**src/rtl/multicycle_main_control.sv**
```systemverilog
// Multicycle MIPS main control FSM: sequences fetch/decode/execute/memory/writeback and drives datapath controls.
// 3-5 cycles per instruction; stalls in FETCH/MEMRD/MEMWR until mem_ready; unsupported opcodes trap until reset.
module multicycle_main_control #(
  parameter logic [5:0] OPC_RTYPE = 6'b000000,
  parameter logic [5:0] OPC_LW    = 6'b100011,
  parameter logic [5:0] OPC_SW    = 6'b101011,
  parameter logic [5:0] OPC_BEQ   = 6'b000100,
  parameter logic [5:0] OPC_ADDI  = 6'b001000,
  parameter logic [5:0] OPC_J     = 6'b000010
) (
  input  logic       clk,
  input  logic       reset,
  input  logic [5:0] opcode,
  input  logic       zero,
  input  logic       mem_ready,
  output logic       pc_en,
  output logic       i_or_d,
  output logic       mem_read,
  output logic       mem_write,
  output logic       ir_write,
  output logic       mem_to_reg,
  output logic       reg_dst,
  output logic       reg_write,
  output logic       alu_src_a,
  output logic [1:0] alu_src_b,
  output logic [1:0] alu_op,
  output logic [1:0] pc_source,
  output logic       instr_done,
  output logic       illegal_op,
  output logic [3:0] state_dbg
);

  typedef enum logic [3:0] {
    S_RESET  = 4'd0,
    S_FETCH  = 4'd1,
    S_DECODE = 4'd2,
    S_MEMADR = 4'd3,
    S_MEMRD  = 4'd4,
    S_MEMWB  = 4'd5,
    S_MEMWR  = 4'd6,
    S_EXEC   = 4'd7,
    S_ALUWB  = 4'd8,
    S_BRANCH = 4'd9,
    S_ADDIEX = 4'd10,
    S_ADDIWB = 4'd11,
    S_JUMP   = 4'd12,
    S_TRAP   = 4'd13
  } state_t;

  state_t state;
  logic   pc_write;
  logic   pc_write_cond;

  always_ff @(posedge clk) begin
    if (reset) begin
      state <= S_RESET;
    end else begin
      case (state)
        S_RESET:  state <= S_FETCH;
        S_FETCH:  if (mem_ready) state <= S_DECODE;
        S_DECODE: begin
          case (opcode)
            OPC_LW, OPC_SW: state <= S_MEMADR;
            OPC_RTYPE:      state <= S_EXEC;
            OPC_BEQ:        state <= S_BRANCH;
            OPC_ADDI:       state <= S_ADDIEX;
            OPC_J:          state <= S_JUMP;
            default:        state <= S_TRAP;
          endcase
        end
        // IR still holds the LW/SW opcode, so it picks the access direction
        S_MEMADR: state <= (opcode == OPC_SW) ? S_MEMWR : S_MEMRD;
        S_MEMRD:  if (mem_ready) state <= S_MEMWB;
        S_MEMWB:  state <= S_FETCH;
        S_MEMWR:  if (mem_ready) state <= S_FETCH;
        S_EXEC:   state <= S_ALUWB;
        S_ALUWB:  state <= S_FETCH;
        S_BRANCH: state <= S_FETCH;
        S_ADDIEX: state <= S_ADDIWB;
        S_ADDIWB: state <= S_FETCH;
        S_JUMP:   state <= S_FETCH;
        S_TRAP:   state <= S_TRAP;
        default:  state <= S_TRAP;
      endcase
    end
  end

  always_comb begin
    pc_write      = 1'b0;
    pc_write_cond = 1'b0;
    i_or_d        = 1'b0;
    mem_read      = 1'b0;
    mem_write     = 1'b0;
    ir_write      = 1'b0;
    mem_to_reg    = 1'b0;
    reg_dst       = 1'b0;
    reg_write     = 1'b0;
    alu_src_a     = 1'b0;
    alu_src_b     = 2'b00;
    alu_op        = 2'b00;
    pc_source     = 2'b00;
    instr_done    = 1'b0;
    illegal_op    = 1'b0;
    case (state)
      S_FETCH: begin
        mem_read  = 1'b1;
        alu_src_b = 2'b01;
        ir_write  = mem_ready;
        pc_write  = mem_ready;
      end
      S_DECODE: alu_src_b = 2'b11;
      S_MEMADR, S_ADDIEX: begin
        alu_src_a = 1'b1;
        alu_src_b = 2'b10;
      end
      S_MEMRD: begin
        i_or_d   = 1'b1;
        mem_read = 1'b1;
      end
      S_MEMWB: begin
        reg_write  = 1'b1;
        mem_to_reg = 1'b1;
        instr_done = 1'b1;
      end
      S_MEMWR: begin
        i_or_d     = 1'b1;
        mem_write  = 1'b1;
        instr_done = mem_ready;
      end
      S_EXEC: begin
        alu_src_a = 1'b1;
        alu_op    = 2'b10;
      end
      S_ALUWB: begin
        reg_write  = 1'b1;
        reg_dst    = 1'b1;
        instr_done = 1'b1;
      end
      S_BRANCH: begin
        alu_src_a     = 1'b1;
        alu_op        = 2'b01;
        pc_write_cond = 1'b1;
        pc_source     = 2'b01;
        instr_done    = 1'b1;
      end
      S_ADDIWB: begin
        reg_write  = 1'b1;
        instr_done = 1'b1;
      end
      S_JUMP: begin
        pc_write   = 1'b1;
        pc_source  = 2'b10;
        instr_done = 1'b1;
      end
      S_TRAP: illegal_op = 1'b1;
      default: ;
    endcase
  end

  assign pc_en     = pc_write | (pc_write_cond & zero);
  assign state_dbg = state;

endmodule

```
**config.mk**
```make
export PLATFORM = sky130hd
export DESIGN_NAME = multicycle_main_control
export DESIGN_NICKNAME = d
export VERILOG_FILES = /design/src/rtl/multicycle_main_control.sv
export SDC_FILE = /design/constraint.sdc
export NUM_CORES = 1
export LEC_CHECK = 0
export ABC_AREA = 1
export CORE_MARGIN = 3
export CORE_UTILIZATION = 34
export CTS_BUF_LIST = sky130_fd_sc_hd__clkbuf_4 sky130_fd_sc_hd__clkbuf_8
export DETAILED_ROUTE_END_ITERATION = 6
export PLACE_DENSITY_LB_ADDON = 0.3
export REMOVE_ABC_BUFFERS = 1
export SLEW_MARGIN = 10
export SYNTH_ARGS = -nofsm -noshare
export SYNTH_HDL_FRONTEND = slang
export SYNTH_SLANG_ARGS = --single-unit
```
**constraint.sdc**
```tcl
create_clock -name clk -period 1.14 [get_ports clk]
set_input_delay 0.114 -clock clk [delete_from_list [all_inputs] [get_ports clk]]
set_output_delay 0.114 -clock clk [all_outputs]
set_load 0.005 [all_outputs]
```
==> impl_metrics.json, run 1 <==
{
  "status": "aborted with a tool error",
  "lastStage": "4_1_cts",
  "tool.error": "[ERROR DPL-0038] Utilization greater than 100%, impossible to legalize",
  "postCtsSetupBuffers": 20,
  "synth_top_family_by_area": "simple AND/OR/NAND/NOR gates",
  "clk_path_buf_depth": 2,
  "synth-xor-area-share_pct": 0,
  "yosysWarnings": 0,
  "synth_area_um2": 524.3,
  "dp_hpwl_um": 1809,
  "ctsHoldBuffers": 0,
  "cts_buffers": 3,
  "synth_compound_area_share_pct": 17.18,
  "rows": 13,
  "chipWidth_um": 45.27,
  "start_util_pct": 38.37,
  "cts-root-buf": "clkbuf_4",
  "ys_seq_elements": 4,
  "synth_fa_ha_area_share_pct": 0,
  "placed_cells": 176,
  "ys_types": 19,
  "gp_congestion": 0.8542,
  "synth_cells": 100,
  "synth_mux_area_share_pct": 0,
  "port_buffers": 30,
  "synth_simple_gate_area_share_pct": 51.79,
  "yosysSeqAreaShare_pct": 15.27,
  "die_y_um": 45.27,
  "syn_avg_cell_area_um2": 5.243,
  "io_pins": 31,
  "post_cts_resized": 157,
  "cts.sinks": 4,
  "h-tree-depth": 1
}
==> cell usage after synthesis (all sizes together) <==
cell type / count / share of area (%)
nand2: 25 / 19
nor2: 25 / 21
inv: 20 / 14
nand3: 9 / 8.6
o21ai: 5 / 6.2
dfxtp: 4 / 15
a21oi: 3 / 2.9
a31oi: 2 / 2.4
o211ai: 2 / 2.9
a211o: 1 / 1.7
buf: 1 / 1.4
nand3b: 1 / 1.4
nand4: 1 / 1.2
o22ai: 1 / 1.2
==> through the flow <==
step	util, %	TNS, ns	cell area (um2)	hold slack (ns)	worst slack (ns)
floorplan	-	-0.005009	516.7	0.1831	-0.005009
global placement	78.75	-6.238	1076	0.6109	-0.4215
detailed placement	78.75	-7.390	1076	0.6462	-0.5115
==> cells by family after synthesis <==
| logic type | Yosys count |
|---|---|
| AOI/OAI and AO/OA | 14 |
| buffers and inverters | 21 |
| and+or+nand+nor | 61 |
| DFF | 4 |
==> run 2: changes to the inputs <==
Settings changed: CORE_AREA set to 3 3 64 66, CORE_MARGIN 3 to unset, CORE_UTILIZATION 34 to unset, CTS_BUF_LIST sky130_fd_sc_hd__clkbuf_4 sky130_fd_sc_hd__clkbuf_8 to unset, DIE_AREA set to 0 0 67 69, PLACE_DENSITY_LB_ADDON 0.3 to 0.15.
Clock period 1.14 ns to 1.5 ns, I/O delays scaled along.
==> impl_metrics.json, run 2 <==
{
  "ant_nets": 0,
  "p_clk_share_pct": 10.6,
  "synth_compound_area_share_pct": 17.18,
  "yosys.area.top_type": "nand2_1",
  "place_area_um2": 1095,
  "p_per_area_nw_per_um2": 1571,
  "clk_latency_ns": 0.21,
  "core_area_um2": 3633,
  "port_buffers": 30,
  "area_growth_pct": 150.8,
  "wl_per_cell_um": 10.94,
  "cts_buffers": 3,
  "synth_fa_ha_area_share_pct": 0,
  "grt_usage_pct": 10.74,
  "grt_pass1_wl_um": 3891,
  "rsz0062_at_grt": "yes",
  "crit_fanout": 6,
  "fin_skew_ns": 0.001380,
  "dp_hpwl_um": 1802,
  "synth_common_cells": "nand2_1, nor2_1, inv_1",
  "largest_register_ffs": 4,
  "synth_cells": 100,
  "synth_top_area_share_pct": 15.75,
  "synth_top_family_by_area": "simple AND/OR/NAND/NOR gates",
  "slew_violations": 0,
  "min-delay-path-class": "input port to flop",
  "wl_um": 2407,
  "vias": 865,
  "grt_max_degree": 7,
  "cts.sinks": 4,
  "postLayoutCellArea_um2": 1315,
  "pwr-share-comb_pct": 75.9,
  "p_leak_nw": 0.6803,
  "gp_congestion": 0.7505,
  "synth_most_common_cell": "nand2_1",
  "status": "complete, no violations",
  "layout.nets": 184,
  "synth_edf_count": 0,
  "dr.pass1.iters": 4,
  "fmax_mhz": 692.1,
  "cts_tree": "built",
  "layout_commonest_cell": "buf_4",
  "worstMarginPinSlew_ns": 0.3019,
  "worst_slew_margin_rel_pct": 79.80,
  "worstPathRequired_ns": 1.35,
  "overflow": 0,
  "ys_types": 19,
  "synth_area_um2": 524.3,
  "drt_iter0_markers": 57,
  "synth_ff_type": "dfxtp_1",
  "drv_cap": 0,
  "rows": 22,
  "h-tree-depth": 1,
  "fin_crit_ns": 1.445,
  "drive_above_1_share_pct": 54.65,
  "period_share_pct": 96.33,
  "synth-xor-area-share_pct": 0,
  "yosysSeqAreaShare_pct": 15.27,
  "clk_path_buf_depth": 2,
  "synth_mux_area_share_pct": 0,
  "chipWidth_um": 67,
  "io_pins": 31,
  "irDropWorstVdd_v": 0.0004574,
  "viasPerCell": 3.932,
  "intPower_mw": 1.167,
  "synthTopCellsByArea": "nand2_1, dfxtp_1, nor2_1, inv_1, nand3_1",
  "syn_avg_cell_area_um2": 5.243,
  "cts-root-buf": "clkbuf_8",
  "sw_frac_of_total_pct": 43.53,
  "worstSetupPathType": "flop to primary output",
  "ys_seq_elements": 4,
  "synthArstFlopShare_pct": 0,
  "cp-end-kind": "primary output",
  "yosysWarnings": 0,
  "antenna_cells": 0,
  "synth_simple_gate_area_share_pct": 51.79,
  "clkTransAtPathRegs_ns": 0.03,
  "setup_viol": 0,
  "whs_ns": 0.5549,
  "critPathArrivalTime_ns": 1.29,
  "layout_common_cells": "buf_4, nand2_1, clkdlybuf4s50_1, nor2_4",
  "die_y_um": 69,
  "grt_pass1_vias": 867,
  "power.switching_uw": 899.5,
  "start_util_pct": 14.43,
  "seq_power_share_pct": 13.4,
  "p_total_mw": 2.066,
  "final_util_pct": 36.19,
  "hold_violations": 0,
  "antenna_found_initial": 0,
  "dieArea_um2": 4623,
  "route.detailed.drc": 0,
  "cp-start-kind": "flop"
}
run 2: cell counts after synthesis:
No cell type changed its count.
run 2: cell type report:
cell class,instances,area [um2]
timing repair buffer,70,546.8
clock buffer,3,41.29
multi-input combinational,75,494.2
sequential,4,95.09
fill,412,2318
inverter,20,77.57
tap,48,60.06
run 2: power by group through the flow:
| stage | logic, mW | clock network, mW | registers (mW) |
|---|---|---|---|
| 2_1_floorplan | 0.470 | 0 | 0.214 |
| 3_3_place_gp | 1.31 | 0 | 0.202 |
| 6_report | 1.57 | 0.219 | 0.278 |
| 5_1_grt | 1.72 | 0.231 | 0.290 |
| 4_1_cts | 1.50 | 0.225 | 0.270 |
| 3_5_place_dp | 1.29 | 0 | 0.207 |
run 2: logic make-up (layout without fill, tap and decap cells):
group                  after synthesis  after routing
and+or+nand+nor                     61             61
AOI/OAI and AO/OA                   14             14
DFF                                  4              4
buffers and inverters               21             93
run 2: path summary, 6_finish.rpt:
check | start | end | slack [ns] | cells past startpoint
worst min register to register | state_dbg[2] | state_dbg[3] | 0.62 | 2
worst max-delay path | state_dbg[3] | instr_done | 0.06 | 8
worst min-delay path | reset | state_dbg[1] | 0.55 | 2
worst max register to register | state_dbg[0] | state_dbg[0] | 0.06 | 9
run 2: critical path, stage by stage (launching register included):
cell	delay [ns]
dfxtp_4	0.37
buf_6	0.13
nand2_8	0.08
nor2_4	0.04
nor2_2	0.08
o21ai_2	0.07
nor2_2	0.08
o211ai_1	0.09
buf_2	0.14
run 2: metrics by stage:
| stage | TNS (ns) | setup WS (ns) | std cells |
|---|---|---|---|
| final | 0 | 0.05507 | 220 |
| after global routing | -0.09645 | -0.04475 | 220 |
| after CTS | -0.05338 | -0.03169 | 219 |
| after detailed placement | -0.8990 | -0.1786 | 206 |
| after global placement | -0.8722 | -0.1975 | 206 |
| after floorplan | 0 | 0.3190 | 99 |
run 2: metal layers:
metal / track usage [%] / vias to the layer above / wire length (um)
li1: - / 460 / -
met1: 12.55 / 378 / 985
met2: 19.10 / 25 / 1246
met3: 2.932 / 2 / 166
met4: 2.027 / 0 / 8
met5: 0 / - / 0
run 2: what timing repair did:
| item | in CTS | in global routing |
|---|---|---|
| gates cloned | 0 | 0 |
| setup buffers | 10 | 1 |
| hold buffers | 0 | 0 |
| resized for setup | 67 | 24 |
| setup endpoints to repair | 17 | 12 |
| pin swaps | 16 | 3 |
No activity file was read; power rests on OpenSTA's default activity.
